<file path="src/rtl/bcd_a_binario.sv">
// Sequential BCD-to-binary converter: three latched BCD digits are folded into a
// binary value one digit per clock (acc = acc*10 + digit), flagging bad digits and overflow.
module bcd_a_binario #(
  parameter int unsigned OUT_W = 8
) (
  input  logic             clk,
  input  logic             rst,
  input  logic             start,
  input  logic [3:0]       C,
  input  logic [3:0]       D,
  input  logic [3:0]       U,
  output logic [OUT_W-1:0] O,
  output logic             busy,
  output logic             done,
  output logic             err
);

  localparam int unsigned ACC_W   = 10;
  localparam int unsigned DIG_W   = 4;
  localparam int unsigned IDX_W   = 2;
  localparam int unsigned MAX_VAL = (2 ** OUT_W) - 1;

  typedef enum logic [1:0] {
    ST_IDLE = 2'd0,
    ST_CONV = 2'd1,
    ST_DONE = 2'd2
  } state_e;

  state_e             state_q, state_d;
  logic [DIG_W-1:0]   hun_q, hun_d;
  logic [DIG_W-1:0]   ten_q, ten_d;
  logic [DIG_W-1:0]   uni_q, uni_d;
  logic [ACC_W-1:0]   acc_q, acc_d;
  logic [IDX_W-1:0]   idx_q, idx_d;
  logic               bad_q, bad_d;
  logic [OUT_W-1:0]   o_q, o_d;
  logic               busy_q, busy_d;
  logic               done_q, done_d;
  logic               err_q, err_d;
  logic [DIG_W-1:0]   digit;
  logic               overflow;

  // State and datapath registers
  always_ff @(posedge clk) begin
    if (rst) begin
      state_q <= ST_IDLE;
      hun_q   <= '0;
      ten_q   <= '0;
      uni_q   <= '0;
      acc_q   <= '0;
      idx_q   <= '0;
      bad_q   <= 1'b0;
      o_q     <= '0;
      busy_q  <= 1'b0;
      done_q  <= 1'b0;
      err_q   <= 1'b0;
    end else begin
      state_q <= state_d;
      hun_q   <= hun_d;
      ten_q   <= ten_d;
      uni_q   <= uni_d;
      acc_q   <= acc_d;
      idx_q   <= idx_d;
      bad_q   <= bad_d;
      o_q     <= o_d;
      busy_q  <= busy_d;
      done_q  <= done_d;
      err_q   <= err_d;
    end
  end

  // Next-state logic
  always_comb begin
    state_d = state_q;
    case (state_q)
      ST_IDLE: if (start) state_d = ST_CONV;
      ST_CONV: if (idx_q == IDX_W'(2)) state_d = ST_DONE;
      ST_DONE: state_d = ST_IDLE;
      default: state_d = ST_IDLE;
    endcase
  end

  // Digit selected by the current iteration, most significant first
  always_comb begin
    case (idx_q)
      2'd0:    digit = hun_q;
      2'd1:    digit = ten_q;
      default: digit = uni_q;
    endcase
  end

  assign overflow = (32'(acc_q) > MAX_VAL);

  // Datapath and registered-output updates
  always_comb begin
    hun_d  = hun_q;
    ten_d  = ten_q;
    uni_d  = uni_q;
    acc_d  = acc_q;
    idx_d  = idx_q;
    bad_d  = bad_q;
    o_d    = o_q;
    busy_d = busy_q;
    done_d = 1'b0;
    err_d  = err_q;
    case (state_q)
      ST_IDLE: begin
        if (start) begin
          hun_d  = C;
          ten_d  = D;
          uni_d  = U;
          acc_d  = '0;
          idx_d  = '0;
          bad_d  = 1'b0;
          busy_d = 1'b1;
        end
      end
      ST_CONV: begin
        // acc*10 as (acc<<3)+(acc<<1); bad digits still flow through the loop
        acc_d = ACC_W'((acc_q << 3) + (acc_q << 1) + ACC_W'(digit));
        if (digit > DIG_W'(9)) bad_d = 1'b1;
        idx_d = IDX_W'(idx_q + IDX_W'(1));
        if (idx_q == IDX_W'(2)) busy_d = 1'b0;
      end
      ST_DONE: begin
        done_d = 1'b1;
        if (bad_q || overflow) begin
          o_d   = '0;
          err_d = 1'b1;
        end else begin
          o_d   = OUT_W'(acc_q);
          err_d = 1'b0;
        end
      end
      default: ;
    endcase
  end

  assign O    = o_q;
  assign busy = busy_q;
  assign done = done_q;
  assign err  = err_q;

endmodule

</file>
<file path="config.mk">
export PLATFORM = sky130hd
export DESIGN_NAME = bcd_a_binario
export DESIGN_NICKNAME = d
export VERILOG_FILES = /design/src/rtl/bcd_a_binario.sv
export SDC_FILE = /design/constraint.sdc
export NUM_CORES = 1
export LEC_CHECK = 0
export CAP_MARGIN = 20
export CORE_MARGIN = 3
export CORE_UTILIZATION = 48
export DETAILED_ROUTE_END_ITERATION = 10
export PLACE_DENSITY_LB_ADDON = 0.12
export SETUP_SLACK_MARGIN = 0.2
export SYNTH_ARGS = -nofsm -noshare
export SYNTH_HDL_FRONTEND = slang
export SYNTH_SLANG_ARGS = --single-unit
</file>
<file path="constraint.sdc">
create_clock -name clk -period 3 [get_ports clk]
set_input_delay 0.3 -clock clk [delete_from_list [all_inputs] [get_ports clk]]
set_output_delay 0.3 -clock clk [all_outputs]
set_load 0.05 [all_outputs]
</file>
==> run_results.csv, run 1 <==
group,metric,value,unit
finish,nets,289,
worst_setup_path,crit_type,"flop to flop",
worst_setup_path,worstReg2RegEnd,"acc_q[9]",
worst_setup_path,crit_start,"idx_q[1]",
min_path,worstHoldStart,"uni_q[2]",
grt,grt_antenna_before_repair,0,
worst_setup_path,crit_fanout,5,
worst_setup_path,cp.required,3.22,ns
placement,dp_cells,287,
run_status,status,"completed",
finish,utilization,0.6401,
clock_network,clk_pin_slew_worst_paths,0.07,ns
yosys,synthCells,222,
min_path,whs_path_depth,2,
yosys,avgSynthCellArea,8.432,µm²
finish,fillers,330,
worst_setup_path,critPathMaxStageDelay,0.44,ns
yosys,synth_area,1872,µm²
placement,globalplace.congestion,0.8518,
worst_setup_path,crit_top_cell,"ha_4",
detailed_routing,drt_pass1_iterations,4,
power,power,1028,µW
grt,track_usage,0.1830,
sta,drv_slew,0,
worst_setup_path,critPathSlowestCell,"fa_1",
placement,port_buffers,25,
finish,drive_above_1_share,0.1339,
sta,max_freq,373.4,MHz
finish,layout.cells.non_filler,302,
clock_network,clkSinkCount,38,
die,io_pins,26,
clock_network,cts_tree,"done",
die,die_x,68.45,µm
finish,antennaDiodeCount,0,
worst_setup_path,endpoint_kind,"flop",
die,dieArea,4685,µm²
power,vdd_drop_max,0.2377,mV
sta,slew_headroom,0.3934,
finish,synthToLayoutAreaGrowth,27.07,%
worst_setup_path,crit_buf_inv,2,
die,core_area,3716,µm²
sta,fin_skew,0.003051,ns
worst_setup_path,reg2reg_depth,12,
grt,globalRouteOverflowTotal,0,
sta,rsz0062_at_grt,"no",
clock_network,cts_buffers,5,
sta,final.min_clock_period,2.678,ns
yosys,ys_seq_area_frac,0.4064,
clock_network,ctsLongestPathBuffers,2,
yosys,yosysWarnings,0,
finish,final_common_cell,"nand2_1",
die,start_util,0.5037,
finish,mostFrequentLayoutCells,"nand2_1 (37), dfxtp_1 (36), a21oi_1 (26), clkdlybuf4s50_1 (25), nor2_1 (19)",
grt,grt_pass1_vias,1425,
sta,finalCritPeriodShare,0.8927,
worst_setup_path,endpoint,"acc_q[9]",
detailed_routing,drt-total-wl,3788,µm
worst_setup_path,crit_chain,"inv_4 > ha_4 > a22o_1 > a21oi_2 > fa_1 > inv_2 > ha_4 > a211oi_2 > nor2_2 > and4_4 > or4_1 > nand3_1",
worst_setup_path,worst-r2r-setup-slack,0.32,ns
sta,hold_viol_final,0,
yosys,netlist-cell-type-count,32,
flow_run,max_cap_viol_count,0,
detailed_routing,remaining_drc_errors,0,
power,power_density,432.3,nW/µm²
yosys,syn_nets,256,
min_path,hold_path.class,"flop to flop",
worst_setup_path,cp.arrival,2.90,ns
clock_network,ctsHoldBuffers,0,
worst_setup_path,r2r-start,"idx_q[1]",
detailed_routing,wl_per_cell,12.54,µm
worst_setup_path,crit_family,"adder cells",
placement,dp_hpwl,2575,µm
detailed_routing,antenna_left,0,
grt,grt_max_degree,39,
die,row_count,22,
sta,finalSetupViolCount,0,
detailed_routing,first_iter_violations,87,
sta,worst_slew_pin_slew,0.9099,ns
die,die_height,68.45,µm
clock_network,clkLatencyLatePin,0.28,ns
grt,grt_pass1_wl,6430,µm
yosys,ys_ff_latch,38,
detailed_routing,num_vias,1618,
detailed_routing,viasPerCell,5.358,
worst_setup_path,start_kind,"flop",
sta,setup_tns,0,ns
clock_network,cts_root_buf,"clkbuf_8",
power,p_leak,0.0009472,µW
clock_network,cts_max_level,2,
worst_setup_path,worstSetupPathDepth,12,
-- worst min-delay path: cells and delay by family, from the launching register on --
family / cells / cell delay (ns)
AO/OA/AOI/OAI: 1 / 0.05
flip-flops: 1 / 0.31
AND/OR/NAND/NOR: 1 / 0.05
-- metrics by stage --
stage | worst slack [ns] | instance area [µm²] | hold slack, ns
detailed placement | 0.04404 | 2171 | 0.4478
global route | 0.1487 | 2379 | 0.4815
finish | 0.3219 | 2379 | 0.4583
floorplan | 0.2087 | 1881 | 0.4360
global placement | 0.1300 | 2171 | 0.4483
CTS | 0.1731 | 2356 | 0.4585
-- registers in the layout, indices dropped and copies added, names as in the netlist --
name,count
O,8
uni_q,4
idx_q,2
bad_q,1
hun_q,4
acc_q,10
busy,1
state_q,2
ten_q,4
err,1
done,1
-- power breakdown --
| part | switching (µW) | internal (µW) |
|---|---|---|
| logic | 84.7 | 74.2 |
| clock network | 156 | 177 |
| registers | 13.9 | 523 |
| total | 254 | 774 |
-- cell families (layout without fill, tap and decap cells) --
group	count (synthesis)	after routing	synth area share
buffers and inverters	18	50	0.03676
DFF	38	38	0.4064
muxes	1	1	0.005348
adders and majority gates	19	19	0.1350
and+or+nand+nor	84	84	0.2072
AOI/OAI and AO/OA	57	57	0.1858
xor gates and xnor gates	5	5	0.02340
-- synthesized netlist by cell type --
cell type	n	area (µm²)
fa_1	2	40.04
a22o_1	1	8.760
a22oi_1	11	82.58
or3_1	1	6.260
xor2_1	2	17.52
a211oi_1	3	22.52
mux2i_1	1	10.01
a31oi_1	3	18.77
buf_1	1	3.750
a21oi_1	27	135.1
o21bai_1	2	15.01
nor3_1	2	10.01
o211ai_1	1	7.510
nand2_1	37	138.9
nand4b_1	2	17.52
xnor2_1	3	26.28
nor2b_1	4	25.02
clkbuf_1	9	33.78
nor2_1	21	78.83
buf_2	1	5.000
ha_1	17	212.7
and4_4	1	11.26
o21ai_0	6	30.03
dfxtp_1	38	760.7
nor4_2	1	12.51
a21o_1	2	15.01
nand3_1	9	45.04
a211oi_2	1	12.51
inv_1	7	26.28
or4_1	1	7.510
nand2b_1	4	25.02
or4b_1	1	10.01
-- routing by layer --
metal  track usage  share of wire  vias to the layer above
met4       0.05211          0.010                        0
met5             0              0                        -
met2        0.3147           0.48                       38
met3       0.04926          0.047                        3
li1              -              -                      836
met1        0.2214           0.46                      741
-- area by class of cell --
| class | instances | area [µm²] | share of cell area |
|---|---|---|---|
| Multi-Input combinational cell | 166 | 1101 | 0.4629 |
| Clock buffer | 6 | 82.58 | 0.03472 |
| Inverter | 7 | 28.78 | 0.01210 |
| Timing Repair Buffer | 37 | 340.3 | 0.1431 |
| Tap cell | 48 | 60.06 | 0.02525 |
| Sequential cell | 38 | 765.7 | 0.3219 |
-- repair_timing --
action,in CTS,in global routing
hold endpoints to repair,0,0
buffers inserted,7,2
pin swaps,6,12
endpoints found under the setup margin,4,5
gates resized for setup,13,3
-- worst min-delay path by stage --
stage / endpoint
2_1_floorplan: hun_q[0]
3_3_place_gp: uni_q[2]
3_5_place_dp: uni_q[2]
4_1_cts: uni_q[2]
5_1_grt: ten_q[2]
6_report: uni_q[2]
Power figures use the tool's default switching activity.
==> inputs of run 2 (changes only) <==
--- a/config.mk
+++ b/config.mk
@@ -6,7 +6,7 @@
 export NUM_CORES = 1
 export LEC_CHECK = 0
 export CAP_MARGIN = 20
-export CORE_MARGIN = 3
+export CORE_MARGIN = 2
 export CORE_UTILIZATION = 48
 export DETAILED_ROUTE_END_ITERATION = 10
 export PLACE_DENSITY_LB_ADDON = 0.12
==> run 2 against run 1 <==
Compared with the run above: final cell count is the same; first-iteration DRC count grew 16%; non-clock buffer count is the same; utilization shrank 0.067 points; worst setup slack lost 0.012 ns; sequential power is essentially flat; critical path depth is the same; clock skew grew 0.0011 ns; clock power grew 2%; register-to-register slack is essentially flat; wire length grew 5.0%; flip-flop and latch count is the same; largest cell class unchanged; highest routed layer unchanged.
==> run_results.csv, run 2 (synthesis results as in run 1) <==
group,metric,value,unit
run_status,status,"completed",
min_path,worstHoldStart,"hun_q[2]",
flow_run,max_cap_viol_count,0,
placement,dp_cells,288,
sta,drv_slew,0,
worst_setup_path,start_kind,"flop",
die,start_util,0.5037,
worst_setup_path,endpoint_kind,"flop",
sta,slew_headroom,0.3680,
clock_network,clkSinkCount,38,
grt,grt_pass1_vias,1504,
worst_setup_path,cp.arrival,2.87,ns
sta,worst_slew_pin_slew,0.9480,ns
sta,setup_ws,0.3101,ns
finish,antennaDiodeCount,0,
worst_setup_path,worst-r2r-setup-slack,0.31,ns
grt,grt_pass1_wl,7031,µm
sta,max_freq,371.8,MHz
finish,final_common_cell,"nand2_1",
placement,dp_hpwl,2715,µm
worst_setup_path,r2r-start,"idx_q[0]",
grt,grt_antenna_before_repair,0,
detailed_routing,drt-total-wl,3978,µm
grt,grt_max_degree,25,
detailed_routing,antenna_left,0,
die,row_count,22,
detailed_routing,remaining_drc_errors,0,
grt,track_usage,0.2123,
clock_network,cts_buffers,5,
clock_network,ctsLongestPathBuffers,2,
sta,rsz0062_at_grt,"yes",
sta,finalSetupViolCount,0,
detailed_routing,num_vias,1612,
worst_setup_path,crit_fanout,5,
clock_network,clk_pin_slew_worst_paths,0.07,ns
power,p_leak,0.0009427,µW
finish,fillers,334,
placement,globalplace.congestion,0.8746,
die,dieArea,4415,µm²
detailed_routing,first_iter_violations,101,
finish,synthToLayoutAreaGrowth,26.94,%
sta,setup_tns,0,ns
power,power,1036,µW
detailed_routing,drt_pass1_iterations,4,
finish,largest_reg_flops,10,
sta,final.min_clock_period,2.690,ns
worst_setup_path,reg2reg_depth,12,
finish,utilization,0.6394,
clock_network,cts_tree,"done",
worst_setup_path,crit_start,"idx_q[0]",
die,die_height,66.45,µm
power,vdd_drop_max,0.2935,mV
clock_network,cts_root_buf,"clkbuf_8",
finish,nets,289,
detailed_routing,wl_per_cell,13.17,µm
sta,fin_skew,0.004149,ns
placement,port_buffers,25,
placement,pre_cts_slack,0.05908,ns
grt,globalRouteOverflowTotal,0,
die,core_area,3716,µm²
die,die_x,66.45,µm
worst_setup_path,crit_type,"flop to flop",
finish,mostFrequentLayoutCells,"nand2_1 (37), dfxtp_1 (36), a21oi_1 (26), clkdlybuf4s50_1 (25), nor2_1 (20)",
power,power_density,436.0,nW/µm²
finish,layout.cells.non_filler,302,
sta,finalCritPeriodShare,0.8966,
clock_network,cts_max_level,2,
clock_network,clkLatencyLatePin,0.29,ns
min_path,hold_path.class,"flop to flop",
worst_setup_path,endpoint,"acc_q[8]",
sta,hold_viol_final,0,
worst_setup_path,cp.required,3.18,ns
finish,drive_above_1_share,0.1339,
die,io_pins,26,
finish,top_register,"acc_q",
worst_setup_path,worstReg2RegEnd,"acc_q[8]",
detailed_routing,viasPerCell,5.338,
## run 2: layout make-up
class / count / area, µm² / share of cell area
clock buffers: 6 / 82.58 / 0.03476
well taps: 48 / 60.06 / 0.02528
repair buffers: 37 / 340.3 / 0.1432
flip-flops and latches: 38 / 763.2 / 0.3212
inverters: 7 / 28.78 / 0.01211
multi-input cells: 166 / 1101 / 0.4634
## run 2: how the worst min path moves through the flow
stage                           to  slack (ns)  cells after the start
after floorplan           hun_q[0]        0.44                      2
after global placement    hun_q[2]        0.45                      2
after detailed placement  hun_q[2]        0.45                      2
after CTS                 hun_q[2]        0.46                      2
after global routing      hun_q[2]        0.48                      2
final                     hun_q[2]        0.45                      2
## run 2: repair_timing
item	4_1_cts	5_1_grt
gates resized for setup	11	4
hold buffers	0	0
setup endpoints to repair	4	3
pin swaps	8	8
setup buffers	6	2
## run 2: where the power goes
group	switching [µW]	leakage [µW]	internal, µW
Sequential	13.8	0.000310	523
Clock	163	0.0000431	177
Combinational	85.7	0.000590	73.5
Total	263	0.000943	773
## run 2: worst max-delay path, stage by stage, from the launching register on
cell	delay [ns]
dfxtp_2	0.36
inv_2	0.07
ha_4	0.18
nor2_4	0.14
a21oi_2	0.08
fa_1	0.49
inv_2	0.06
fa_2	0.40
a21o_1	0.21
a211oi_2	0.22
o21bai_1	0.11
xnor2_1	0.18
o21ai_1	0.08
## run 2: through the flow
step           hold WS [ns]  instance area, µm²
6_report             0.4550                2376
5_1_grt              0.4834                2376
4_1_cts              0.4582                2351
3_5_place_dp         0.4491                2178
3_3_place_gp         0.4463                2178
2_1_floorplan        0.4360                1881
## run 2: routing by layer
layer  routed length [µm]  global-route usage
met5                    0                   0
met4                   55             0.08418
met3                  148             0.05622
met2                 1962              0.3375
met1                 1811              0.2721
==> inputs of run 3 (changes only) <==
--- a/config.mk
+++ b/config.mk
@@ -7,8 +7,9 @@
 export LEC_CHECK = 0
 export CAP_MARGIN = 20
 export CORE_MARGIN = 2
-export CORE_UTILIZATION = 48
+export CORE_UTILIZATION = 36
 export DETAILED_ROUTE_END_ITERATION = 10
+export MAX_ROUTING_LAYER = met4
 export PLACE_DENSITY_LB_ADDON = 0.12
 export SETUP_SLACK_MARGIN = 0.2
 export SYNTH_ARGS = -nofsm -noshare
==> run 3 against run 2 <==
Compared with the run above: die area up 31%; critical path depth unchanged; register-to-register slack worse by 0.02 ns; flip-flop and latch count unchanged; clock power up 1%; cell area up 2.2%; sequential share of layout area down 0.70 points; largest cell class unchanged.
==> run_results.csv, run 3 (synthesis results as in run 1) <==
group,metric,value,unit
run_status,status,"completed",
worst_setup_path,crit_chain,"inv_4 > ha_4 > a22o_1 > a21oi_2 > fa_1 > inv_2 > ha_4 > a211oi_2 > nor2_2 > and4_4 > or4_1 > nand3_1",
clock_network,ctsLongestPathBuffers,2,
die,die_x,76.11,µm
worst_setup_path,r2r-start,"idx_q[1]",
clock_network,clk_pin_slew_worst_paths,0.07,ns
die,die_height,76.11,µm
worst_setup_path,crit_type,"flop to flop",
power,vdd_drop_max,0.1922,mV
finish,nets,289,
worst_setup_path,endpoint_kind,"flop",
worst_setup_path,worst-r2r-setup-slack,0.29,ns
worst_setup_path,crit_top_cell,"ha_4",
finish,final_common_cell,"nand2_1",
min_path,whs_path_depth,2,
worst_setup_path,crit_fanout,5,
detailed_routing,drt_pass1_iterations,4,
sta,finalSetupViolCount,0,
die,core_area,5075,µm²
power,seq_power_share,0.513,
grt,globalRouteOverflowTotal,0,
worst_setup_path,reg2reg_depth,12,
grt,grt_pass1_wl,7334,µm
power,p_clk_frac,0.329,
grt,grt_antenna_before_repair,0,
worst_setup_path,start_kind,"flop",
power,power_density,431.4,nW/µm²
power,power.internal,776.0,µW
clock_network,clkSinkCount,38,
clock_network,cts_tree,"done",
detailed_routing,first_iter_violations,88,
sta,drv_slew,0,
worst_setup_path,critPathMaxStageDelay,0.44,ns
clock_network,clkLatencyLatePin,0.29,ns
min_path,hold_path.class,"flop to flop",
detailed_routing,wl_met3,179,µm
finish,synthToLayoutAreaGrowth,29.75,%
clock_network,cts_buffers,5,
detailed_routing,wl_met2,2079,µm
clock_network,cts_root_buf,"clkbuf_8",
detailed_routing,highest_layer,"met4",
sta,final.min_clock_period,2.712,ns
sta,whs,0.4545,ns
sta,hold_viol_final,0,
sta,slew_headroom,0.3390,
worst_setup_path,cp.required,3.23,ns
detailed_routing,remaining_drc_errors,0,
worst_setup_path,cp.arrival,2.94,ns
worst_setup_path,crit_family,"adder cells",
grt,grt_pass1_vias,1575,
placement,globalplace.congestion,0.8456,
placement,port_buffers,25,
finish,mostFrequentLayoutCells,"nand2_1 (37), dfxtp_1 (36), a21oi_1 (26), clkdlybuf4s50_1 (25), nor2_1 (19)",
worst_setup_path,critPathSlowestCell,"fa_1",
sta,rsz0062_at_grt,"no",
power,switching_share,0.2594,
detailed_routing,num_vias,1632,
detailed_routing,wl_per_cell,13.27,µm
detailed_routing,viasPerCell,5.037,
min_path,worstHoldStart,"uni_q[0]",
finish,antennaDiodeCount,0,
placement,dp_hpwl,2841,µm
detailed_routing,wl_met1,1961,µm
finish,design_area,2429,µm²
power,power.switching,271.8,µW
clock_network,ctsHoldBuffers,0,
sta,max_freq,368.8,MHz
die,dieArea,5792,µm²
power,p_leak,0.0009415,µW
die,row_count,26,
flow_run,max_cap_viol_count,0,
sta,worst_slew_pin_slew,0.9915,ns
power,comb_power_share,0.158,
detailed_routing,antenna_left,0,
die,start_util,0.3688,
die,io_pins,26,
worst_setup_path,crit_buf_inv,2,
finish,largest_reg_flops,10,
sta,fin_skew,0.007580,ns
detailed_routing,drt-total-wl,4301,µm
sta,finalCritPeriodShare,0.9039,
placement,place_area,2198,µm²
grt,grt_max_degree,25,
finish,drive_above_1_share,0.1496,
grt,track_usage,0.1597,
clock_network,cts_max_level,2,
min_path,whs_endpoint,"uni_q[0]",
finish,top_register,"acc_q",
sta,setup_tns,0,ns
worst_setup_path,worstReg2RegEnd,"acc_q[9]",
[run 3: changes by cell type in the layout (fill, tap and decap cells not counted)]
cell | previous run | this run
ha_1 | 13 | 12
a22oi_1 | 11 | 9
a22oi_2 | 0 | 2
o21ai_0 | 5 | 6
o21ai_1 | 1 | 0
ha_4 | 3 | 4
nor2_1 | 20 | 19
nor2_2 | 0 | 1
[run 3: area by class of cell]
class | count | area, µm²
tap | 70 | 87.58
clock buffer | 6 | 82.58
timing repair buffer | 37 | 340.3
fill | 542 | 2646
sequential | 38 | 763.2
multi-input combinational | 166 | 1126
inverter | 7 | 28.78
[run 3: worst reg2reg max path, stage by stage (launching register included)]
cell and delay (ns):
dfxtp_2 0.35, inv_4 0.05, ha_4 0.18, a22o_1 0.22
a21oi_2 0.14, fa_1 0.44, inv_2 0.11, ha_4 0.22
a211oi_2 0.23, nor2_2 0.07, and4_4 0.19, or4_1 0.39
nand3_1 0.07
[run 3: worst max-delay path by stage]
stage	cells past startpoint	startpoint	slack, ns	to
final	12	idx_q[1]	0.29	acc_q[9]
after global routing	12	idx_q[1]	0.17	acc_q[9]
after CTS	12	idx_q[1]	0.25	acc_q[8]
after detailed placement	12	idx_q[0]	0.06	acc_q[9]
after global placement	12	idx_q[0]	0.12	acc_q[9]
after floorplan	12	idx_q[0]	0.21	acc_q[9]
[run 3: power groups by stage]
stage | Sequential [µW] | Combinational, µW | Clock (µW)
finish | 537 | 166 | 345
global route | 540 | 185 | 374
CTS | 537 | 159 | 358
detailed placement | 547 | 138 | 0
global placement | 547 | 136 | 0
floorplan | 548 | 87.3 | 0
[run 3: per-layer routing]
metal,up-vias,global-route usage
met5,-,-
met4,0,0.05818
met3,8,0.03910
met2,40,0.2571
met1,749,0.1954
li1,835,-
[run 3: timing repair]
action	4_1_cts	5_1_grt
endpoints found under the setup margin	3	4
hold endpoints to repair	0	0
setup buffers	8	1
pin swaps	8	5
gates resized for setup	13	5
[run 3: stage by stage]
| stage | setup WS, ns | total power, µW | util | cells |
|---|---|---|---|---|
| 2_1_floorplan | 0.2087 | 635.7 | - | 222 |
| 3_3_place_gp | 0.1178 | 684.0 | 0.4332 | 309 |
| 3_5_place_dp | 0.05901 | 685.2 | 0.4332 | 309 |
| 4_1_cts | 0.2538 | 1054 | 0.4716 | 323 |
| 5_1_grt | 0.1741 | 1098 | 0.4786 | 324 |
| 6_report | 0.2882 | 1048 | 0.4786 | 324 |
